--- src/rtl/i2s_tx_pkg.sv ---
// Shared defaults and types for the audio I/O blocks (I2S transmitter and friends).
// Frame layout: one left slot followed by one right slot, samples MSB-aligned in each slot.
package i2s_tx_pkg;

  localparam int unsigned I2S_DATA_W   = 24;
  localparam int unsigned I2S_SLOT_W   = 32;
  localparam int unsigned I2S_BCLK_DIV = 4;
  localparam int unsigned FRAME_BITS   = 2 * I2S_SLOT_W;

  // Holding-buffer state; encodings are relied on by other audio blocks.
  typedef enum logic {
    StEmpty = 1'b0,
    StFull  = 1'b1
  } buf_state_e;

  // Counter width for a modulo-n counter, never narrower than one bit.
  function automatic int unsigned cnt_width(input int unsigned n);
    return (n > 1) ? $clog2(n) : 1;
  endfunction

endpackage

--- src/rtl/i2s_clk_gen.sv ---
// I2S timing generator: BCLK divider, bit-period counter, LRCLK, and the
// fall-event / frame-load strobes that pace the serialiser.
module i2s_clk_gen
  import i2s_tx_pkg::*;
#(
  parameter int unsigned SLOT_W   = I2S_SLOT_W,
  parameter int unsigned BCLK_DIV = I2S_BCLK_DIV
) (
  input  logic clk,
  input  logic rst_n,
  output logic bclk,
  output logic lrclk,
  output logic fe,
  output logic frame_load
);

  localparam int unsigned NBits = 2 * SLOT_W;
  localparam int unsigned DivW  = cnt_width(BCLK_DIV);
  localparam int unsigned BitW  = cnt_width(NBits);

  localparam logic [DivW-1:0] DivLast = DivW'(BCLK_DIV - 1);
  localparam logic [DivW-1:0] DivRise = DivW'(BCLK_DIV / 2 - 1);
  localparam logic [BitW-1:0] BitLast = BitW'(NBits - 1);
  localparam logic [BitW-1:0] BitSlot = BitW'(SLOT_W);

  logic [DivW-1:0] div_cnt_q, div_cnt_d;
  logic [BitW-1:0] bit_cnt_q, bit_cnt_d;
  logic            bclk_q, bclk_d;
  logic            lrclk_q, lrclk_d;

  // Strobes describe the upcoming edge, so they decode the current counter state.
  assign fe         = (div_cnt_q == DivLast);
  assign frame_load = fe && (bit_cnt_q == '0);

  always_comb begin
    div_cnt_d = fe ? '0 : div_cnt_q + 1'b1;
    bit_cnt_d = bit_cnt_q;
    bclk_d    = bclk_q;
    lrclk_d   = lrclk_q;
    if (div_cnt_q == DivRise) begin
      bclk_d = 1'b1;
    end
    if (fe) begin
      bclk_d    = 1'b0;
      bit_cnt_d = (bit_cnt_q == BitLast) ? '0 : bit_cnt_q + 1'b1;
      lrclk_d   = (bit_cnt_d >= BitSlot);
    end
  end

  always_ff @(posedge clk) begin
    if (!rst_n) begin
      div_cnt_q <= '0;
      bit_cnt_q <= '0;
      bclk_q    <= 1'b0;
      lrclk_q   <= 1'b0;
    end else begin
      div_cnt_q <= div_cnt_d;
      bit_cnt_q <= bit_cnt_d;
      bclk_q    <= bclk_d;
      lrclk_q   <= lrclk_d;
    end
  end

  assign bclk  = bclk_q;
  assign lrclk = lrclk_q;

endmodule

--- src/rtl/i2s_tx.sv ---
// I2S transmitter: one-deep stereo holding buffer feeding a frame shift register,
// shifted MSB-first with the standard one-BCLK delay after each LRCLK transition.
module i2s_tx
  import i2s_tx_pkg::*;
#(
  parameter int unsigned DATA_W   = I2S_DATA_W,
  parameter int unsigned SLOT_W   = I2S_SLOT_W,
  parameter int unsigned BCLK_DIV = I2S_BCLK_DIV
) (
  input  logic              clk,
  input  logic              rst_n,
  input  logic [DATA_W-1:0] left_in,
  input  logic [DATA_W-1:0] right_in,
  input  logic              sample_valid,
  output logic              sample_ready,
  output logic              bclk,
  output logic              lrclk,
  output logic              sdata,
  output logic              underrun
);

  localparam int unsigned NBits = 2 * SLOT_W;

  buf_state_e        state_q, state_d;
  logic [DATA_W-1:0] left_q, left_d;
  logic [DATA_W-1:0] right_q, right_d;
  logic [NBits-1:0]  shreg_q, shreg_d;
  logic [NBits-1:0]  frame_word;
  logic              underrun_q, underrun_d;
  logic              fe;
  logic              frame_load;
  logic              accept;

  i2s_clk_gen #(
    .SLOT_W   (SLOT_W),
    .BCLK_DIV (BCLK_DIV)
  ) u_clk_gen (
    .clk        (clk),
    .rst_n      (rst_n),
    .bclk       (bclk),
    .lrclk      (lrclk),
    .fe         (fe),
    .frame_load (frame_load)
  );

  assign sample_ready = (state_q == StEmpty);
  assign accept       = sample_valid && sample_ready;

  // An empty buffer yields a silent frame; padding bits below each sample stay zero.
  always_comb begin
    frame_word = '0;
    if (state_q == StFull) begin
      frame_word[NBits-1 -: DATA_W]  = left_q;
      frame_word[SLOT_W-1 -: DATA_W] = right_q;
    end
  end

  always_comb begin
    state_d    = state_q;
    left_d     = left_q;
    right_d    = right_q;
    underrun_d = 1'b0;
    unique case (state_q)
      StEmpty: begin
        if (accept) begin
          left_d  = left_in;
          right_d = right_in;
          state_d = StFull;
        end
        // A capture on this same edge is kept for the next frame, not bypassed.
        underrun_d = frame_load;
      end
      StFull: begin
        if (frame_load) begin
          state_d = StEmpty;
        end
      end
      default: state_d = StEmpty;
    endcase
  end

  always_comb begin
    shreg_d = shreg_q;
    if (frame_load) begin
      shreg_d = frame_word;
    end else if (fe) begin
      shreg_d = {shreg_q[NBits-2:0], 1'b0};
    end
  end

  always_ff @(posedge clk) begin
    if (!rst_n) begin
      state_q    <= StEmpty;
      left_q     <= '0;
      right_q    <= '0;
      shreg_q    <= '0;
      underrun_q <= 1'b0;
    end else begin
      state_q    <= state_d;
      left_q     <= left_d;
      right_q    <= right_d;
      shreg_q    <= shreg_d;
      underrun_q <= underrun_d;
    end
  end

  // The shift register MSB is the registered serial output.
  assign sdata    = shreg_q[NBits-1];
  assign underrun = underrun_q;

endmodule

--- config.mk ---
export PLATFORM = sky130hd
export DESIGN_NAME = i2s_tx
export DESIGN_NICKNAME = d
export VERILOG_FILES = /design/src/rtl/i2s_tx_pkg.sv /design/src/rtl/i2s_clk_gen.sv /design/src/rtl/i2s_tx.sv
export SDC_FILE = /design/constraint.sdc
export NUM_CORES = 1
export LEC_CHECK = 0
export CAP_MARGIN = 20
export CORE_MARGIN = 3
export CORE_UTILIZATION = 37
export CTS_CLUSTER_DIAMETER = 150
export CTS_CLUSTER_SIZE = 20
export DETAILED_ROUTE_END_ITERATION = 10
export GPL_TIMING_DRIVEN = 1
export SKIP_LAST_GASP = 1
export SYNTH_ARGS = -nofsm -noshare
export SYNTH_HDL_FRONTEND = slang
export SYNTH_SLANG_ARGS = --single-unit
--- constraint.sdc ---
create_clock -name clk -period 2.02 [get_ports clk]
set_input_delay 0.303 -clock clk [delete_from_list [all_inputs] [get_ports clk]]
set_output_delay 0.303 -clock clk [all_outputs]
set_load 0.1 [all_outputs]
==> summary.md, run 1 <==
| Metric | Value |
|---|---|
| Die area | 0.01453 mm^2 |
| Layout cells sized above 1 | 13.54% |
| # port buffers | 55 |
| Worst Path Max Fanout | 36 |
| CP startpoint | u_clk_gen.bit_cnt_q[0] |
| EDFF count, synth | 0 |
| Worst-path cell chain | inv_1 -> ha_1 -> or4b_4 -> or2_2 -> buf_12 -> o211ai_2 |
| Clock latency on the worst-skew pair | 410 ps |
| Post-Syn Area per Cell | 8.268 um^2 |
| Post-synthesis cell type count | 26 |
| Reg2reg setup slack | 110 ps |
| Total Nets Final | 678 |
| Root buffer cell | clkbuf_16 |
| Worst Setup EP | shreg_q[49] |
| Slew @ Worst Pin | 403.8 ps |
| Reg2reg path depth | 6 |
| Worst-path clk slew | 50 ps |
| Post_cts resized | 0 |
| Vias | 4217 |
| Fin util | 49.10% |
| Final ANT Viol Nets | 0 |
| Initial Utilization | 38.15% |
| DPL Wire Length | 7.219 mm |
| Antenna violations before repair | 0 |
| Drt via density | 5.226 |
| Final hold viol count | 0 |
| Unrepaired setup endpoints after global routing | no |
| Syn nets | 642 |
| Slew headroom | 73.08% |
| CP peak stage delay | 470 ps |
| Cell count after synthesis | 587 |
| Pwr Density | 994.1 mW/mm^2 |
| Drt drc | 0 |
| Post-Route WL | 11.37 mm |
| Die Span Y | 120.5 um |
| Commonest non-fill, non-tap cell in the layout | nand2_1 |
| Critical path arrival | 2230 ps |
| Core Box Area | 0.01272 mm^2 |
| Number of max-cap violations | 0 |
| Ys flop type | dfxtp_1 |
| Hold WS | 442.5 ps |
| Clock Path Buffers | 2 |
| Ant diodes | 0 |
| Fin. max-slew vios | 0 |
| F_max | 524.8 MHz |
| Post-route setup TNS | 0 ps |
| Starting DRT DRC Count | 262 |
| Syn-to-layout area delta | 28.69% |
| Synth Cell Area | 0.004853 mm^2 |
| Largest net degree at the start of global routing | 49 |
| Crit path capture type | register |
| Placer Congestion | 0.7705 |
| VDD IR-drop max | 0.5232 mV |
| Routed length per instance | 14.08 um |
| Hold Crit Class | input port to register |
| RR Startpoint | u_clk_gen.bit_cnt_q[0] |
| P_leak | 2.218 nW |
| Status | completed |
| Total Routing Usage GR | 16.47% |
| Num CTS Buffers | 17 |
| Clock tree sinks | 116 |
| CP Data Required Time | 2340 ps |
| Ys async rst share | 0% |
| CTS tree | done |
| Skew final | 5.872 ps |
| Die width | 120.5 um |
| Number of global-route vias before repair | 4083 |
| Post-route clock period utilization | 94.34% |
| H-Tree Depth | 4 |
| Reg2reg end | shreg_q[49] |
| Global-route wire length before repair | 19.43 mm |
| I/O pins | 56 |
| Commonest cells after routing, fill and taps aside | 160 x nand2_1, 114 x dfxtp_1, 86 x o211ai_1 |
| Final setup viols | 0 |
| Post-cts hold buffer count | 0 |
| First-pass DRT Iterations | 4 |
| Yosys reg bits | 116 |
| Overflow after GRT | 0 |
| Synth warn | 0 |
| Final Critical Period | 1906 ps |
| Post-CTS Setup Bufs | 0 |
| Worst setup margin | 114.4 ps |
| Critical-path top delay cell | or4b_4 |
| CP startpoint kind | register |
| Type of the worst setup path | register to register |
| Place WS | 147.9 ps |
| Seq/Total Area, Yosys | 47.85% |
| Core Rows | 41 |
[per-stage QoR]
stage	power [mW]	instance area, um^2	instances
finish	6.209	6246	807
global route	6.475	6246	807
CTS	6.282	6246	807
detailed placement	3.077	5612	776
global placement	3.060	5612	776
floorplan	2.823	4853	587
[how the worst min path moves through the flow]
stage | start | endpoint | slack [ps] | cells after the start
after floorplan | u_clk_gen.div_cnt_q[0] | u_clk_gen.div_cnt_q[0] | 420 | 1
after global placement | u_clk_gen.div_cnt_q[0] | u_clk_gen.div_cnt_q[0] | 430 | 1
after detailed placement | shreg_q[38] | shreg_q[38] | 450 | 2
after CTS | right_in[2] | right_q[2] | 430 | 3
after global routing | right_in[2] | right_q[2] | 440 | 3
final | left_in[12] | left_q[12] | 440 | 3
[Yosys cell counts, types with 2 or more instances]
cell type / count / share of area, %
a21oi_1: 61 / 6.3
a31oi_1: 2 / 0.26
buf_1: 5 / 0.39
buf_2: 7 / 0.72
buf_6: 3 / 0.70
clkbuf_1: 45 / 3.5
dfxtp_1: 116 / 48
ha_1: 4 / 1.0
inv_1: 6 / 0.46
nand2_1: 160 / 12
nand3_1: 50 / 5.2
nor2_1: 7 / 0.54
nor2b_1: 2 / 0.26
o211ai_1: 86 / 13
o211ai_2: 19 / 4.9
o31ai_1: 2 / 0.31
or3_1: 2 / 0.26
xor2_1: 2 / 0.36
[per-layer routing]
layer	global-route usage (%)	up-vias	share of wire, %
met5	0	-	0
met4	6.374	0	1.5
met3	5.940	19	5.3
met2	25.11	90	47
met1	21.33	1976	47
li1	-	2132	-
[state kept, by name, summed over array words and instances, names as in the netlist]
name and cells:
shreg_q 56, left_q 24, right_q 24, u_clk_gen.bit_cnt_q 6, u_clk_gen.div_cnt_q 2, state_q 1
u_clk_gen.bclk 1, u_clk_gen.lrclk 1, underrun 1
[power breakdown]
part           internal (mW)  switching, mW
Combinational          0.228          0.373
Clock                   2.18           1.01
Sequential              2.37         0.0542
[layout make-up]
class,instances,area (um^2)
sequential,116,2325
multi-input combinational,405,2271
timing repair buffer,77,778.2
clock inverter,9,150.1
fill,1254,6476
clock buffer,22,484.2
inverter,6,22.52
tap,172,215.2
[kinds of logic after synthesis]
family / Yosys count / share of synthesized area [%]
AOI/OAI and AO/OA: 170 / 25.06
adders and majority gates: 4 / 1.031
buffers and inverters: 66 / 5.749
xor gates and xnor gates: 2 / 0.3610
and+or+nand+nor: 228 / 19.75
muxes: 1 / 0.2062
DFF: 116 / 47.85
[worst max-delay path, delay by kind of cell, from the launching register on]
kind	cells	cell delay, ps
AND/OR/NAND/NOR	2	800
flip-flops	1	360
adder cells (fa/ha/maj)	1	150
AO/OA/AOI/OAI	1	200
buffers and inverters	2	290
(Power assumes the default switching activity.)
==> run 2: changes to the inputs <==
--- a/config.mk
+++ b/config.mk
@@ -15,4 +15,5 @@
 export SKIP_LAST_GASP = 1
 export SYNTH_ARGS = -nofsm -noshare
 export SYNTH_HDL_FRONTEND = slang
+export SYNTH_HIERARCHICAL = 1
 export SYNTH_SLANG_ARGS = --single-unit
==> run 2 against run 1 <==
Maximum frequency decreased by 5.2%. Clock skew increased by 2.9 ps. Total power decreased by 1.4%. Global-route usage decreased by 2.3 points. Combinational power increased by 6.8%. Cell count decreased by 1.1%. Via count decreased by 6.9%. Flip-flop and latch count decreased by 1. Clock power decreased by 3%. Largest cell class is now multi-input gates.
==> summary.md, run 2 <==
| Metric | Value |
|---|---|
| Status | completed |
| Core Rows | 41 (unchanged) |
| Clock latency on the worst-skew pair | 410 ps (about the same) |
| H-Tree Depth | 4 (unchanged) |
| Cell count after synthesis | 554 (-5.6%) |
| Drt via density | 4.917 (-5.9%) |
| Antenna violations before repair | 0 (unchanged) |
| Worst setup margin | 10.26 ps (-104.1 ps) |
| Clock Path Buffers | 2 (unchanged) |
| First-pass DRT Iterations | 4 (unchanged) |
| Worst hold stages | 3 (unchanged) |
| Syn nets | 609 (-5.1%) |
| Type of the worst setup path | register to register |
| CP startpoint kind | register |
| Final hold viol count | 0 (unchanged) |
| Seq/Total Area, Yosys | 45.87% (-2.0 points) |
| Core Box Area | 0.01293 mm^2 (+1.6%) |
| Commonest cells after routing, fill and taps aside | 112 x dfxtp_1, 99 x nand2_1, 56 x mux2i_1 |
| Reg2reg setup slack | 10 ps (-100 ps) |
| EDFF count, synth | 0 (unchanged) |
| F_max | 497.6 MHz (-5.2%) |
| Layout cells sized above 1 | 16.13% (+2.6 points) |
| Syn-to-layout area delta | 32.74% |
| Die width | 122.5 um (+1.6%) |
| Post-synthesis cell type count | 35 (+35%) |
| Pwr Density | 919.0 mW/mm^2 (-7.6%) |
| Placer Congestion | 0.7208 (-6.5%) |
| Skew final | 8.792 ps (+2.920 ps) |
| Largest register FFs | 56 (unchanged) |
| RR Startpoint | u_clk_gen/bit_cnt_q[1] |
| Clock tree sinks | 115 (-0.86%) |
| Crit path capture type | register |
| Drt drc | 0 (unchanged) |
| Initial Utilization | 38.82% (+0.67 points) |
| Total Routing Usage GR | 14.16% (-2.3 points) |
| Total Nets Final | 668 (-1.5%) |
| # port buffers | 55 (unchanged) |
| Ant diodes | 0 (unchanged) |
| VDD IR-drop max | 0.6293 mV (+20%) |
| Global-route wire length before repair | 17.02 mm (-12%) |
| Top-area cell type share of the netlist area | 45.87% (-2.0 points) |
| Worst Path Max Fanout | 8 (-78%) |
| Vias | 3924 (-6.9%) |
| Starting DRT DRC Count | 279 (+6.5%) |
| Final Critical Period | 2010 ps (+104.1 ps) |
| Final setup viols | 0 (unchanged) |
| Largest cells by area after synthesis | dfxtp_1 46%, mux2i_1 11%, nand2_1 7.4% |
| CP Data Required Time | 2370 ps (+30 ps) |
| Biggest regs | shreg_q x56, left_q x24, right_q x24 |
| Most common cell in the netlist | dfxtp_1 |
| Synth warn | 6 (+6) |
| Ys async rst share | 0% (unchanged) |
| Routed length per instance | 13.71 um (-2.7%) |
| Ys flop type | dfxtp_1 |
| Hold Crit Endpoint | u_clk_gen/bit_cnt_q[0] |
| Number of global-route vias before repair | 3649 (-11%) |
| Die area | 0.01500 mm^2 (+3.2%) |
| Commonest cells post-synth | 115 x dfxtp_1, 99 x nand2_1, 56 x mux2i_1, 50 x and2_1, 49 x nand3_1 |
| Number of max-cap violations | 0 (unchanged) |
| Root buffer cell | clkbuf_16 |
| Num CTS Buffers | 17 (unchanged) |
| CTS tree | done |
| Overflow after GRT | 0 (unchanged) |
| Hold Crit Class | input port to register |
| Slew @ Worst Pin | 395.5 ps (-8.340 ps) |
| Hold_sp | rst_n |
| Critical path arrival | 2360 ps (+130 ps) |
| Unrepaired setup endpoints after global routing | yes |
| Hold WS | 332.9 ps (-109.5 ps) |
| Post-Syn Area per Cell | 9.059 um^2 (+9.6%) |
| Synth Cell Area | 0.005019 mm^2 (+3.4%) |
| Reg2reg end | shreg_q[52] |
| Largest register by flop count | shreg_q |
| Worst-path clk slew | 50 ps (about the same) |
| DPL Wire Length | 6.539 mm (-9.4%) |
| Place WS | 76.81 ps (-71.12 ps) |
| Die Span Y | 122.5 um (+1.6%) |
| Reg2reg path depth | 10 (+4) |
| Yosys reg bits | 115 (-0.86%) |
| Final Power | 6.122 mW (-1.4%) |
| P_leak | 2.419 nW (+9.0%) |
| Largest net degree at the start of global routing | 57 (+16%) |
| Area leader, netlist | dfxtp_1 |
| Commonest non-fill, non-tap cell in the layout | dfxtp_1 |
| Post-route clock period utilization | 99.49% (+5.2 points) |
| Post-Route WL | 10.94 mm (-3.8%) |
| Post-cts hold buffer count | 0 (unchanged) |
| Fin. max-slew vios | 0 (unchanged) |
| I/O pins | 56 (unchanged) |
| Slew headroom | 73.64% (+0.56 points) |
| Final ANT Viol Nets | 0 (unchanged) |
-- run 2: cell count changes after synthesis, sizes merged, moves of 6 or more --
cell and change:
a21boi +48, a21oi -60, and2 +49, buf +14
clkbuf -28, mux2i +55, nand2 -61, nor2 +6
o211ai -105, o21ai +50
-- run 2: final cells by class --
| type | count | area [um^2] |
|---|---|---|
| multi-input combinational | 389 | 2472 |
| timing repair buffer | 86 | 1031 |
| clock buffer | 20 | 466.7 |
| inverter | 4 | 15.01 |
| fill | 1231 | 6266 |
| tap | 172 | 215.2 |
| clock inverter | 12 | 155.1 |
| sequential | 115 | 2306 |
-- run 2: worst max-delay path, stage by stage, from the launching register on --
cell,delay [ps]
dfxtp_2,330
inv_2,50
ha_1,120
or4b_4,470
nor3b_4,230
buf_6,140
buf_12,150
clkbuf_16,150
nand3_1,90
o21ai_1,100
and2_1,130
-- run 2: metal layers --
| metal | share of wire, % | vias up | global-route usage, % |
|---|---|---|---|
| li1 | - | 1993 | - |
| met1 | 46 | 1833 | 18.22 |
| met2 | 48 | 84 | 22.57 |
| met3 | 4.2 | 14 | 3.041 |
| met4 | 1.4 | 0 | 6.928 |
| met5 | 0 | - | 0 |
-- run 2: how the worst max path moves through the flow --
stage,cells after the start,to,start
CTS,9,shreg_q[13],u_clk_gen/bit_cnt_q[1]
global placement,7,shreg_q[38],u_clk_gen/bit_cnt_q[1]
detailed placement,7,shreg_q[35],u_clk_gen/bit_cnt_q[1]
global route,10,shreg_q[52],u_clk_gen/bit_cnt_q[0]
floorplan,7,shreg_q[42],u_clk_gen/bit_cnt_q[5]
finish,10,shreg_q[52],u_clk_gen/bit_cnt_q[1]
-- run 2: cell families (layout without fill, tap and decap cells) --
kind of cell             count (synthesis)  after routing  share of synthesized area [%]
adder cells (fa/ha/maj)                  4              4                         0.9973
XOR/XNOR                                 3              3                         0.5237
flip-flops                             115            115                          45.87
buffers and inverters                   50            122                          6.332
AO/OA/AOI/OAI                          101            101                          13.31
AND/OR/NAND/NOR                        225            225                          21.79
multiplexers                            56             56                          11.17
-- run 2: power by group --
part | internal [mW] | switching (mW)
registers | 2.35 | 0.0544
logic | 0.321 | 0.321
clock network | 2.03 | 1.04
total | 4.70 | 1.42
-- run 2: stage by stage --
stage	instance area [um^2]	setup TNS [ps]	std cells	util, %
final	6661	0	798	51.53
after global routing	6661	-2143	798	51.53
after CTS	6341	0	785	49.05
after detailed placement	5719	0	753	44.24
after global placement	5719	0	753	44.24
after floorplan	5019	0	554	-
-- run 2: what timing repair did --
item	CTS	global route
gates resized for setup	0	18
buffers inserted	0	4
setup endpoints to repair	0	49
==> run 3: changes to the inputs <==
--- a/config.mk
+++ b/config.mk
@@ -6,7 +6,6 @@
 export NUM_CORES = 1
 export LEC_CHECK = 0
 export CAP_MARGIN = 20
-export CORE_MARGIN = 3
 export CORE_UTILIZATION = 37
 export CTS_CLUSTER_DIAMETER = 150
 export CTS_CLUSTER_SIZE = 20
==> constraint.sdc (replaced) <==
create_clock -name clk -period 2 [get_ports clk]
set_input_delay 0.3 -clock clk [delete_from_list [all_inputs] [get_ports clk]]
set_output_delay 0.3 -clock clk [all_outputs]
set_load 0.1 [all_outputs]
==> run 3 against run 2 <==
First-iteration DRC count down 42%. Sequential share of layout area up 1.4 points. Largest cell class unchanged. Die area decreased by 6.4%.
==> summary.md, run 3 (synthesis results as in run 2) <==
| Metric | Value |
|---|---|
| Ant diodes | 0 (unchanged) |
| Largest register by flop count | shreg_q |
| Post-Route WL | 10.10 mm (-7.6%) |
| Routed length per instance | 12.76 um (-6.9%) |
| Syn-to-layout area delta | 27.52% |
| Post-route setup TNS | 0 ps (unchanged) |
| Cell-internal power | 4.548 mW (-3.3%) |
| Skew final | 7.635 ps (-1.157 ps) |
| Clock tree sinks | 115 (unchanged) |
| Switch Pwr | 1.305 mW (-8.1%) |
| Total Routing Usage GR | 15.45% (+1.3 points) |
| Commonest non-fill, non-tap cell in the layout | dfxtp_1 |
| Final ANT Viol Nets | 0 (unchanged) |
| Slew headroom | 71.15% (-2.5 points) |
| Metal2 WL | 4.643 mm (-12%) |
| CP Data Required Time | 2350 ps (-20 ps) |
| Antenna violations before repair | 0 (unchanged) |
| CP startpoint kind | register |
| Total Nets Final | 659 (-1.3%) |
| VDD IR-drop max | 0.6063 mV (-3.7%) |
| CTS tree | done |
| Num CTS Buffers | 17 (unchanged) |
| Final hold viol count | 0 (unchanged) |
| Worst Path Max Fanout | 15 (+7) |
| Type of the worst setup path | register to register |
| Drt drc | 0 (unchanged) |
| Unrepaired setup endpoints after global routing | yes |
| Placer Congestion | 0.7469 (+3.6%) |
| I/O pins | 56 (unchanged) |
| Number of global-route vias before repair | 3753 (+2.9%) |
| Drt via density | 4.812 (-2.1%) |
| Largest net degree at the start of global routing | 52 (-8.8%) |
| Largest register FFs | 56 (unchanged) |
| Final Critical Period | 1907 ps (-102.5 ps) |
| Post-route clock period utilization | 95.36% (-4.1 points) |
| Max layer used | met4 |
| Vias | 3811 (-2.9%) |
| Worst-path clk slew | 50 ps (about the same) |
| F_max | 524.3 MHz (+5.4%) |
| Die width | 118.5 um (-3.3%) |
| Clock Path Buffers | 2 (unchanged) |
| Hold Crit Class | input port to register |
| Sequential Power Share | 41.5% (+2.3 points) |
| Number of max-cap violations | 0 (unchanged) |
| Clock latency on the worst-skew pair | 410 ps (about the same) |
| Slew @ Worst Pin | 432.8 ps (+37.33 ps) |
| Layout cells sized above 1 | 11.85% (-4.3 points) |
| H-Tree Depth | 4 (unchanged) |
| Clock network fraction of design power | 48.5% (-1.8 points) |
| Commonest cells after routing, fill and taps aside | 114 x dfxtp_1, 99 x nand2_1, 56 x mux2i_1 |
| WL met1 | 4.938 mm (-2.7%) |
| Pwr Density | 914.5 mW/mm^2 (-0.48%) |
| First-pass DRT Iterations | 5 (+1) |
| Biggest regs | shreg_q x56, left_q x24, right_q x24 |
| # port buffers | 55 (unchanged) |
| Critical path arrival | 2260 ps (-100 ps) |
| Root buffer cell | clkbuf_16 |
| Status | completed |
| Die area | 0.01403 mm^2 (-6.4%) |
| WL met3 | 435 um (-5.0%) |
| Die Span Y | 118.5 um (-3.3%) |
| Core Box Area | 0.01324 mm^2 (+2.4%) |
| Crit path capture type | register |
| Overflow after GRT | 0 (unchanged) |
| Final setup viols | 0 (unchanged) |
| Fin. max-slew vios | 0 (unchanged) |
| P_leak | 2.333 nW (-3.5%) |
| Core Rows | 42 (+2.4%) |
| Switching Share | 22.30% (-0.90 points) |
| Starting DRT DRC Count | 162 (-42%) |
| DPL Wire Length | 6.517 mm (-0.33%) |
| Initial Utilization | 37.90% (-0.92 points) |
| Global-route wire length before repair | 17.19 mm (+1.0%) |
| Logic pwr share | 10.1% (-0.4 points) |
| Final Cell Area | 0.006400 mm^2 (-3.9%) |
| DP Area | 0.005764 mm^2 (+0.79%) |
==> run 3: what timing repair did <==
item / 4_1_cts / 5_1_grt
setup buffers: 0 / 0
hold buffers: 0 / 0
endpoints found under the setup margin: 0 / 34
gates resized for setup: 0 / 5
==> run 3: per-stage QoR <==
| stage | hold slack, ps | std cells | worst slack, ps | util [%] | total power [mW] |
|---|---|---|---|---|---|
| floorplan | 421.5 | 554 | 53.09 | - | 2.830 |
| global placement | 449.7 | 759 | 114.0 | 43.53 | 3.037 |
| detailed placement | 446.5 | 759 | 75.08 | 43.53 | 3.046 |
| CTS | 358.6 | 790 | 57.69 | 47.82 | 5.913 |
| global route | 388.1 | 792 | -45.82 | 48.33 | 6.107 |
| finish | 368.7 | 792 | 92.81 | 48.33 | 5.853 |
==> run 3: layout make-up <==
cell class	instances	area, um^2
Clock buffer	27	523.0
Multi-Input combinational cell	389	2424
Sequential cell	115	2303
Clock inverter	4	45.04
Timing Repair Buffer	77	869.6
Fill cell	1275	6843
Inverter	4	15.01
Tap cell	176	220.2
==> run 3: final timing paths <==
kind	startpoint	to	slack (ps)	depth (start not counted)
worst max-delay path	u_clk_gen/bit_cnt_q[0]	shreg_q[16]	90	9
worst min-delay path	rst_n	right_q[2]	370	2
worst max register to register	u_clk_gen/bit_cnt_q[0]	shreg_q[16]	90	9
worst min register to register	right_q[10]	right_q[10]	450	2
==> run 3: power groups by stage <==
stage               Sequential (mW)  Clock, mW  Combinational [mW]
finish                         2.43       2.84               0.588
global route                   2.43       3.03               0.647
CTS                            2.43       2.91               0.577
detailed placement             2.47          0               0.575
global placement               2.47          0               0.566
floorplan                      2.47          0               0.361
==> run 3: layer usage <==
layer	GRT usage, %	vias to the layer above
li1	-	1966
met1	19.01	1764
met4	5.696	0
met3	5.309	8
met2	24.93	73
met5	0	-
==> run 3: critical path, cell delays in order, from the launching register on <==
cell and delay [ps]:
dfxtp_1 310, inv_1 70, ha_1 140, or4b_4 470, nor3b_4 230, buf_6 180
buf_12 140, nand3_1 80, o21ai_1 90, and2_1 140
